### src/rtl/celda_media_serial.sv
// Bit-serial MSB-first divisible-by-3 cell: scans WIDTH bits carrying a mod-3 residue, drives f_mid.
// Optional macro CELDA_MEDIA_ABORT_EN adds an abort input that cancels a running scan.
module celda_media_serial #(
  parameter int WIDTH = 8
) (
  input  logic             clk,
  input  logic             rst_n,
`ifdef CELDA_MEDIA_ABORT_EN
  input  logic             abort,
`endif
  input  logic             start,
  input  logic [WIDTH-1:0] data_in,
  output logic             ready,
  output logic             busy,
  output logic             f_mid,
  output logic             f_mid_valid
);

  localparam int CW = $clog2(WIDTH + 1);

  typedef enum logic {IDLE, SCAN} state_t;

  state_t           state_reg, state_next;
  logic [WIDTH-1:0] shift_reg, shift_next;
  logic [1:0]       residue_reg, residue_next;
  logic [CW-1:0]    count_reg, count_next;
  logic             f_mid_reg, f_mid_next;
  logic             valid_reg, valid_next;
  logic             abort_req;

`ifdef CELDA_MEDIA_ABORT_EN
  assign abort_req = abort;
`else
  assign abort_req = 1'b0;
`endif

  // (2*r + b) mod 3 over the legal residues 0..2; code 3 never occurs.
  function automatic logic [1:0] residue_step(input logic [1:0] r, input logic b);
    case ({r, b})
      3'b000:  residue_step = 2'd0;
      3'b001:  residue_step = 2'd1;
      3'b010:  residue_step = 2'd2;
      3'b011:  residue_step = 2'd0;
      3'b100:  residue_step = 2'd1;
      3'b101:  residue_step = 2'd2;
      default: residue_step = 2'd0;
    endcase
  endfunction

  always_ff @(posedge clk) begin
    if (!rst_n) begin
      state_reg   <= IDLE;
      shift_reg   <= '0;
      residue_reg <= '0;
      count_reg   <= '0;
      f_mid_reg   <= 1'b0;
      valid_reg   <= 1'b0;
    end else begin
      state_reg   <= state_next;
      shift_reg   <= shift_next;
      residue_reg <= residue_next;
      count_reg   <= count_next;
      f_mid_reg   <= f_mid_next;
      valid_reg   <= valid_next;
    end
  end

  always_comb begin
    state_next   = state_reg;
    shift_next   = shift_reg;
    residue_next = residue_reg;
    count_next   = count_reg;
    f_mid_next   = f_mid_reg;
    valid_next   = 1'b0;
    case (state_reg)
      IDLE: begin
        if (start) begin
          shift_next   = data_in;
          residue_next = 2'd0;
          count_next   = CW'(WIDTH);
          state_next   = SCAN;
        end
      end
      SCAN: begin
        // Abort outranks completion: f_mid keeps its last published value.
        if (abort_req) begin
          count_next = '0;
          state_next = IDLE;
        end else begin
          residue_next = residue_step(residue_reg, shift_reg[WIDTH-1]);
          shift_next   = {shift_reg[WIDTH-2:0], 1'b0};
          count_next   = count_reg - CW'(1);
          if (count_reg == CW'(1)) begin
            f_mid_next = (residue_next == 2'd0);
            valid_next = 1'b1;
            state_next = IDLE;
          end
        end
      end
      default: state_next = IDLE;
    endcase
  end

  assign ready       = (state_reg == IDLE);
  assign busy        = (state_reg != IDLE);
  assign f_mid       = f_mid_reg;
  assign f_mid_valid = valid_reg;

endmodule

### config.mk
export PLATFORM = sky130hd
export DESIGN_NAME = celda_media_serial
export DESIGN_NICKNAME = d
export VERILOG_FILES = /design/src/rtl/celda_media_serial.sv
export SDC_FILE = /design/constraint.sdc
export NUM_CORES = 1
export LEC_CHECK = 0
export BUFFER_PORTS_ARGS = -buffer_cell sky130_fd_sc_hd__buf_4
export CAP_MARGIN = 15
export CORE_UTILIZATION = 35
export CTS_BUF_LIST = sky130_fd_sc_hd__clkbuf_8
export CTS_CLUSTER_DIAMETER = 50
export DETAILED_ROUTE_END_ITERATION = 8
export GPL_TIMING_DRIVEN = 0
export SLEW_MARGIN = 20
export SYNTH_ARGS = -nofsm -noshare
export SYNTH_HDL_FRONTEND = slang
export SYNTH_SLANG_ARGS = --single-unit
export TNS_END_PERCENT = 1
### constraint.sdc
create_clock -name clk -period 1.25 [get_ports clk]
set_input_delay 0.25 -clock clk [delete_from_list [all_inputs] [get_ports clk]]
set_output_delay 0.25 -clock clk [all_outputs]
set_load 0.005 [all_outputs]
==> results of run 1 <==
==> worst max path at each step <==
stage,startpoint,slack [ns],end
6_report,busy$_SDFF_PN0_,0.03,ready
5_1_grt,busy$_SDFF_PN0_,-0.008,ready
4_1_cts,busy$_SDFF_PN0_,0.008,ready
3_5_place_dp,busy$_SDFF_PN0_,0.16,ready
3_3_place_gp,busy$_SDFF_PN0_,0.16,ready
2_1_floorplan,busy$_SDFF_PN0_,0.23,count_reg[3]$_SDFFE_PN0P_
==> where the power goes <==
group	total, W	internal, W	switching, W
clock network	0.000398	0.000221	0.000177
logic	0.000216	0.000120	0.0000965
registers	0.000608	0.000582	0.0000257
==> metrics by stage <==
step	cell area, um^2	hold WS, ns
after floorplan	825	0.453
after global placement	950	0.464
after detailed placement	950	0.481
after CTS	1010	0.337
after global routing	1010	0.360
final	1010	0.340
==> layer usage <==
metal  wire length (um)  vias up
met1                673      260
li1                   -      314
met4                 32        0
met5                  0        -
met2                626       13
met3                 57        5
==> kinds of logic after synthesis <==
group,after synthesis,synth area share (%)
compound gates,17,17.1
xor+xnor,2,2.12
fa+ha+maj,2,3.03
buf+inv,8,6.98
flops,17,41.3
mux,9,11.5
simple gates,24,17.9
==> placed cells by master, fill, tap and decap left out, types with 3 or more instances in the layout <==
cell      count
buf_6         3
nand2_1       8
dfxtp_1      16
mux2i_1       8
buf_4        14
nor2b_1       4
o211a_1       8
clkbuf_8      3
==> worst max-delay path, delay by kind of cell, from the launching register on <==
family | cells | cell delay (ns)
buf+inv | 4 | 0.38
flops | 1 | 0.33
==> cell type report <==
class | count | area [um^2] | share of cell area (%)
Buffer | 5 | 43.8 | 4.32
Clock buffer | 3 | 41.3 | 4.07
Clock inverter | 1 | 5.00 | 0.493
Inverter | 3 | 16.3 | 1.60
Multi-Input combinational cell | 54 | 427 | 42.0
Sequential cell | 17 | 342 | 33.7
Tap cell | 28 | 35.0 | 3.45
Timing Repair Buffer | 14 | 105 | 10.4
==> repair_timing <==
item,in CTS,in global routing
resized for setup,1,1
endpoints found under the setup margin,1,2
pin swaps,0,1
setup buffers,2,0
==> out/qor.yml, run 1 <==
status: "finished clean"
min_to: "shift_reg[3]$_SDFFE_PN0P_"
hpwl_um: 988
synth_largest_area_cell: "dfxtp_1"
synth.area.top_cells: "dfxtp_1 (41%), mux2i_1 (9.7%), o211a_1 (9.7%)"
nFillCells: 218
die_y_um: 50.5
largest_register_ffs: 8
yosysWarningCount: 0
layout-drive-gt1-share_pct: 29.9
p_leak_nw: 0.509
gp_congestion: 0.747
post_synth_num_cell_types: 32
grt_use_met3_pct: 3.64
grt.busiest_layer: "met2"
hold_violations: 0
pin_count: 15
gr-total-overflow: 0
syn-num-nets: 92
place_inst: 119
min_period_ns: 1.22
synth_top_flop_cell: "dfxtp_1"
grt_pass1_vias: 567
wl_um: 1390
grt_max_degree: 11
yosysMostFrequentCell: "dfxtp_1"
min-delay-start: "data_in[3]"
crit_arrival_ns: 0.97
grt_pass1_wl_um: 2400
start_kind: "flop"
finalClockSkew_ns: 0.00260
drt_pass1_iterations: 2
r2r.worst_path.cells: 5
path_cells: "buf_6 -> inv_6 -> buf_6 -> buf_4"
clk_pin_slew_ns: 0.06
die_area_mm2: 0.00255
drc: 0
clockRootBuffer: "clkbuf_8"
cts_tree: "done"
endpoint_kind: "output port"
slew_viol_final: 0
initial_utilization_pct: 37.3
crit_top_cell: "buf_6"
fin_setup_tns_ns: 0
viasPerCell: 4.74
use_met1_pct: 15.5
slowest_delay_ns: 0.33
fp.dieW_um: 50.5
clock_path_buffers: 2
finalSetupViolCount: 0
synth-edff-count: 0
ys_seq_area_share_pct: 41.3
final_antenna_net_count: 0
hold_path_depth: 4
crit_type: "reg2out"
synth_commonest_cells: "dfxtp_1 (17), mux2i_1 (8), nand2_1 (8), o211a_1 (8), nor2b_1 (4)"
netlist_area_um2: 825
ys_ff_latch: 17
fmax_mhz: 822
hold_class: "in2reg"
diodes: 0
r2r-start: "busy$_SDFF_PN0_"
path_max_fanout: 9
cp.required_ns: 1.00
relSlewSlack_pct: 83.3
nets: 111
numCtsBuffers: 3
ctsHoldBuffers: 0
numPortBuffers: 12
place_ws_ns: 0.156
fp-row-count: 17
routedWlPerCell_um: 11.1
grt_util_all_layers_pct: 13.0
grtUsageMet2_pct: 20.4
h-tree-depth: 1
core_area_mm2: 0.00221
areaGrowthSynthToFinish_pct: 23.1
yosys.area.top_type_share_pct: 41.3
synth.avg_cell_area_um2: 10.4
layout_setup_ws_ns: 0.0341
fin_util_pct: 45.9
reg2reg_to: "count_reg[3]$_SDFFE_PN0P_"
period_share_pct: 97.3
initialDrtViolationCount: 8
worstMarginPinSlew_ns: 0.248
ir_drop_v: 0.000796
rrSetupSlack_ns: 0.07
final_cells: 125
num_vias: 592
cts.sinks: 17
antenna_found_initial: 0
rsz0062_at_grt: "yes"
clock_latency_ns: 0.25
syn_inst: 79
async_reset_ff_share_pct: 0
critPathSlowestCell: "dfxtp_2"
power_w: 0.00122
cap_violations: 0
powerDensity_mw_per_mm2: 1200
(Power assumes the default switching activity.)
==> run 2, diff against run 1 <==
--- a/config.mk
+++ b/config.mk
@@ -5,8 +5,10 @@
 export SDC_FILE = /design/constraint.sdc
 export NUM_CORES = 1
 export LEC_CHECK = 0
+export ABC_AREA = 1
 export BUFFER_PORTS_ARGS = -buffer_cell sky130_fd_sc_hd__buf_4
 export CAP_MARGIN = 15
+export CORE_MARGIN = 8
 export CORE_UTILIZATION = 35
 export CTS_BUF_LIST = sky130_fd_sc_hd__clkbuf_8
 export CTS_CLUSTER_DIAMETER = 50
==> constraint.sdc (replaced) <==
create_clock -name clk -period 1.25 [get_ports clk]
set_input_delay 0.125 -clock clk [delete_from_list [all_inputs] [get_ports clk]]
set_output_delay 0.125 -clock clk [all_outputs]
set_load 0.005 [all_outputs]
==> run 2 against run 1 <==
  * First-iteration DRC count up 50%
  * Count of clock-buffer cells in the layout unchanged
  * Worst hold slack worse by 0.21 ns
  * Routed wire length up 9.9%
  * Clock skew up 0.0012 ns
  * Combinational power down 21%
  * Critical endpoint is now count_reg[1]$_SDFFE_PN0P_
==> out/qor.yml, run 2 <==
cp-endpoint: "count_reg[1]$_SDFFE_PN0P_"
cp.required_ns: 1.44
numPortBuffers: 14
cp-startpoint: "count_reg[0]$_SDFFE_PN0P_"
synth_top_flop_cell: "dfxtp_1"
start_kind: "flop"
fmax_mhz: 924
num_vias: 731
post_synth_num_cell_types: 17
antenna_found_initial: 0
grt_use_met3_pct: 3.18
ys_seq_area_share_pct: 43.6
fin_util_pct: 44.5
slowest_delay_ns: 0.35
crit_type: "reg2reg"
core_area_mm2: 0.00217
synth-edff-count: 0
dpl_cell_area_um2: 921
cts_tree: "done"
yosys.area.top_type_share_pct: 43.6
final_cell_mix: "nand2_1 (46), inv_1 (17), dfxtp_1 (17)"
ir_drop_v: 0.000533
clockRootBuffer: "clkbuf_8"
whs_ns: 0.129
worstMarginPinSlew_ns: 0.273
critPathSlowestCell: "dfxtp_1"
fin_setup_tns_ns: 0
die_area_mm2: 0.00400
finalSetupViolCount: 0
diodes: 0
clk_pin_slew_ns: 0.07
fp.dieW_um: 63.2
endpoint_kind: "flop"
clock_path_buffers: 2
powerDensity_mw_per_mm2: 1210
place_ws_ns: 0.160
r2r-start: "count_reg[0]$_SDFFE_PN0P_"
synth_commonest_cells: "nand2_1 (46), dfxtp_1 (17), inv_1 (16), nand3_1 (13), nor2_1 (6)"
ctsResizeCount: 0
pin_count: 15
async_reset_ff_share_pct: 0
syn_inst: 117
rsz0062_at_grt: "no"
synth.avg_cell_area_um2: 6.67
initialDrtViolationCount: 12
use_met1_pct: 9.39
grt_util_all_layers_pct: 8.67
critical-path-top-delay-family: "flip-flops"
areaGrowthSynthToFinish_pct: 23.7
finalClockSkew_ns: 0.00384
hold_violations: 0
die_y_um: 63.2
grtUsageMet2_pct: 14.6
final_common_cell: "nand2_1"
slew_viol_final: 0
final_antenna_net_count: 0
fp-row-count: 17
netlist_area_um2: 781
layout_setup_ws_ns: 0.167
layout-drive-gt1-share_pct: 17.0
crit_cells: 4
clock_latency_ns: 0.25
reg2reg_to: "count_reg[1]$_SDFFE_PN0P_"
r2r.worst_path.cells: 4
status: "finished clean"
path_max_fanout: 3
synth.area.top_cells: "dfxtp_1 (44%), nand2_1 (22%), nand3_1 (8.3%)"
cts.sinks: 17
nets: 149
path_cells: "inv_1 -> ha_1 -> or2_0 -> a21oi_1"
largest_register_ffs: 8
gr-total-overflow: 0
grt_pass1_wl_um: 2850
yosysMostFrequentCell: "nand2_1"
gp_congestion: 0.810
h-tree-depth: 1
wl_um: 1530
relSlewSlack_pct: 81.8
syn-num-nets: 130
initial_utilization_pct: 36.0
rrSetupSlack_ns: 0.17
numCtsBuffers: 3
hpwl_um: 1180
drt_pass1_iterations: 4
yosysWarningCount: 0
postCtsSetupBuffers: 0
routedWlPerCell_um: 9.37
p_leak_nw: 0.504
grt_pass1_vias: 716
viasPerCell: 4.48
ys_ff_latch: 17
crit_arrival_ns: 1.27
cap_violations: 0
period_share_pct: 86.6
grt_max_degree: 11
post-route-cell-area_um2: 966
synth_largest_area_cell: "dfxtp_1"
drc: 0
ctsHoldBuffers: 0
min_period_ns: 1.08
critical_path_buf_inv_count: 1
grt.busiest_layer: "met2"
hold_class: "in2reg"
run 2: per-layer routing:
metal,vias up,part of all wire [%]
met5,-,0
met4,0,1.0
met3,2,5.0
met2,13,45
met1,321,48
li1,395,-
run 2: logic make-up (layout without fill, tap and decap cells):
family,after synthesis,in the layout,synth area share (%)
flip-flops,17,17,43.6
adder cells (fa/ha/maj),2,2,3.20
buffers and inverters,21,39,11.7
AO/OA/AOI/OAI,8,8,5.13
AND/OR/NAND/NOR,69,69,36.4
run 2: tightest hold or removal path, cell delays in order:
cell and delay, ns:
buf_4 0.07, nand2_1 0.05, a21oi_1 0.10
run 2: worst min-delay path by stage:
stage,from,end,slack (ns),cells past startpoint
after floorplan,rst_n,residue_reg[0]$_SDFFE_PN0P_,0.26,2
after global placement,data_in[0],shift_reg[0]$_SDFFE_PN0P_,0.39,3
after detailed placement,data_in[0],shift_reg[0]$_SDFFE_PN0P_,0.39,3
after CTS,data_in[0],shift_reg[0]$_SDFFE_PN0P_,0.13,3
after global routing,data_in[0],shift_reg[0]$_SDFFE_PN0P_,0.13,3
final,data_in[0],shift_reg[0]$_SDFFE_PN0P_,0.13,3
run 2: final cells by class:
type	count	area, um^2
fillers	232	1200
well taps	28	35.0
multi-input cells	79	349
repair buffers	14	105
clock inverters	1	3.75
inverters	18	67.6
plain buffers	3	23.8
flip-flops and latches	17	340
clock buffers	3	41.3
run 2: power breakdown:
group	leakage, nW	switching [W]	internal [W]
combinational	0.338	0.0000937	0.0000772
sequential	0.139	0.0000197	0.000575
clock	0.0269	0.000187	0.000218
run 2: through the flow:
stage | total power (W) | std cells
after floorplan | 0.000718 | 117
after global placement | 0.000780 | 159
after detailed placement | 0.000782 | 159
after CTS | 0.00119 | 163
after global routing | 0.00125 | 163
final | 0.00117 | 163
==> run 3, diff against run 2 <==
==> constraint.sdc (replaced) <==
create_clock -name clk -period 1.07 [get_ports clk]
set_input_delay 0.107 -clock clk [delete_from_list [all_inputs] [get_ports clk]]
set_output_delay 0.107 -clock clk [all_outputs]
set_load 0.005 [all_outputs]
==> run 3 against run 2 <==
  * Global-route usage unchanged
  * Total power increased by 18%
  * Non-clock buffer count unchanged
  * Design area increased by 2.7%
  * Critical path type unchanged
  * Worst hold slack got worse by 0.019 ns
  * Critical endpoint unchanged
  * Die area unchanged
  * Combinational power increased by 25%
  * Clock skew increased by 0.00060 ns
==> out/qor.yml, run 3 (synthesized netlist as in run 2, its figures left out) <==
path_max_fanout: 3
clock_latency_ns: 0.25
nets: 149
status: "finished clean"
power_w: 0.00138
start_kind: "flop"
viasPerCell: 4.50
hold_violations: 0
fmax_mhz: 973
cp.required_ns: 1.25
grt_pass1_wl_um: 2850
min-delay-start: "data_in[0]"
gr-total-overflow: 0
crit_type: "reg2reg"
slew_viol_final: 0
clk_pin_slew_ns: 0.07
numPortBuffers: 14
finalClockSkew_ns: 0.00445
worstMarginPinSlew_ns: 0.213
rrSetupSlack_ns: 0.04
final_common_cell: "nand2_1"
num_vias: 733
whs_ns: 0.111
fp-row-count: 17
rsz0062_at_grt: "no"
layout-drive-gt1-share_pct: 21.5
gp_congestion: 0.810
initial_utilization_pct: 36.0
cp-startpoint: "count_reg[0]$_SDFFE_PN0P_"
diodes: 0
finalSetupViolCount: 0
largest_register_ffs: 8
drt_pass1_iterations: 4
period_share_pct: 96.0
postCtsSetupBuffers: 0
cap_violations: 0
p_leak_nw: 0.507
grt_pass1_vias: 716
relSlewSlack_pct: 85.7
grt_max_degree: 11
ir_drop_v: 0.000623
numCtsBuffers: 3
crit_arrival_ns: 1.21
r2r-start: "count_reg[0]$_SDFFE_PN0P_"
h-tree-depth: 1
core_area_mm2: 0.00217
hpwl_um: 1180
hold_class: "in2reg"
routedWlPerCell_um: 9.76
fp.dieW_um: 63.2
antenna_found_initial: 0
initialDrtViolationCount: 12
final_cell_mix: "nand2_1 (45), inv_1 (16), buf_4 (15)"
pin_count: 15
cts_tree: "done"
clock_path_buffers: 2
min_period_ns: 1.03
die_y_um: 63.2
clockRootBuffer: "clkbuf_8"
cts.sinks: 17
fin_setup_tns_ns: 0
drc: 0
die_area_mm2: 0.00400
grt_util_all_layers_pct: 8.67
wl_um: 1590
final_antenna_net_count: 0
powerDensity_mw_per_mm2: 1400
endpoint_kind: "flop"
areaGrowthSynthToFinish_pct: 27.1
[run 3: changes by cell type in the layout (fill, tap and decap cells not counted)]
cell and change:
dfxtp_4 +1, inv_1 -1, ha_4 +1, inv_2 +1, nor2_2 -1, dfxtp_2 +2, ha_1 -1, nor2_4 +1
nand2_1 -1, nand2_2 +1, dfxtp_1 -3
[run 3: path summary, 6_finish.rpt]
kind | end | cells after the start
hold / removal | shift_reg[0]$_SDFFE_PN0P_ | 3
setup reg to reg | count_reg[1]$_SDFFE_PN0P_ | 4
hold reg to reg | shift_reg[0]$_SDFFE_PN0P_ | 2
setup / recovery | count_reg[1]$_SDFFE_PN0P_ | 4
[run 3: cell type report]
cell class	count	area [um^2]
repair buffers	14	105
clock buffers	3	41.3
flip-flops and latches	17	347
well taps	28	35.0
clock inverters	1	3.75
inverters	18	67.6
plain buffers	3	23.8
multi-input cells	79	369
fillers	229	1180
[run 3: power breakdown]
group	switching, W	total [W]	internal [W]	leakage [nW]
registers	0.0000246	0.000697	0.000673	0.141
clock network	0.000219	0.000474	0.000254	0.0269
logic	0.000117	0.000214	0.0000967	0.340
total	0.000361	0.00138	0.00102	0.507
[run 3: critical path, cell delays in order (launching register included)]
cell and delay [ns]:
dfxtp_2 0.33, inv_1 0.10, ha_4 0.21, or2_0 0.19, a21oi_1 0.13
[run 3: per-layer routing]
metal	wire length, um	up-vias	GRT usage, %
met1	757	324	9.39
met5	0	-	0
met3	77	2	3.18
li1	-	394	-
met2	740	13	14.6
met4	16	0	4.18
[run 3: through the flow]
stage               cell area (um^2)  setup slack (ns)  instances  utilization [%]
finish                           992            0.0424        163             45.7
global route                     992           0.00216        163             45.7
CTS                              968           0.00813        163             44.6
detailed placement               921           -0.0201        159             42.4
global placement                 921           -0.0307        159             42.4
floorplan                        781            0.0472        117                -
[run 3: what timing repair did]
item / 4_1_cts / 5_1_grt
pin swaps: 0 / 4
gates resized for setup: 2 / 6
hold buffers: 0 / 0
setup endpoints to repair: 10 / 8
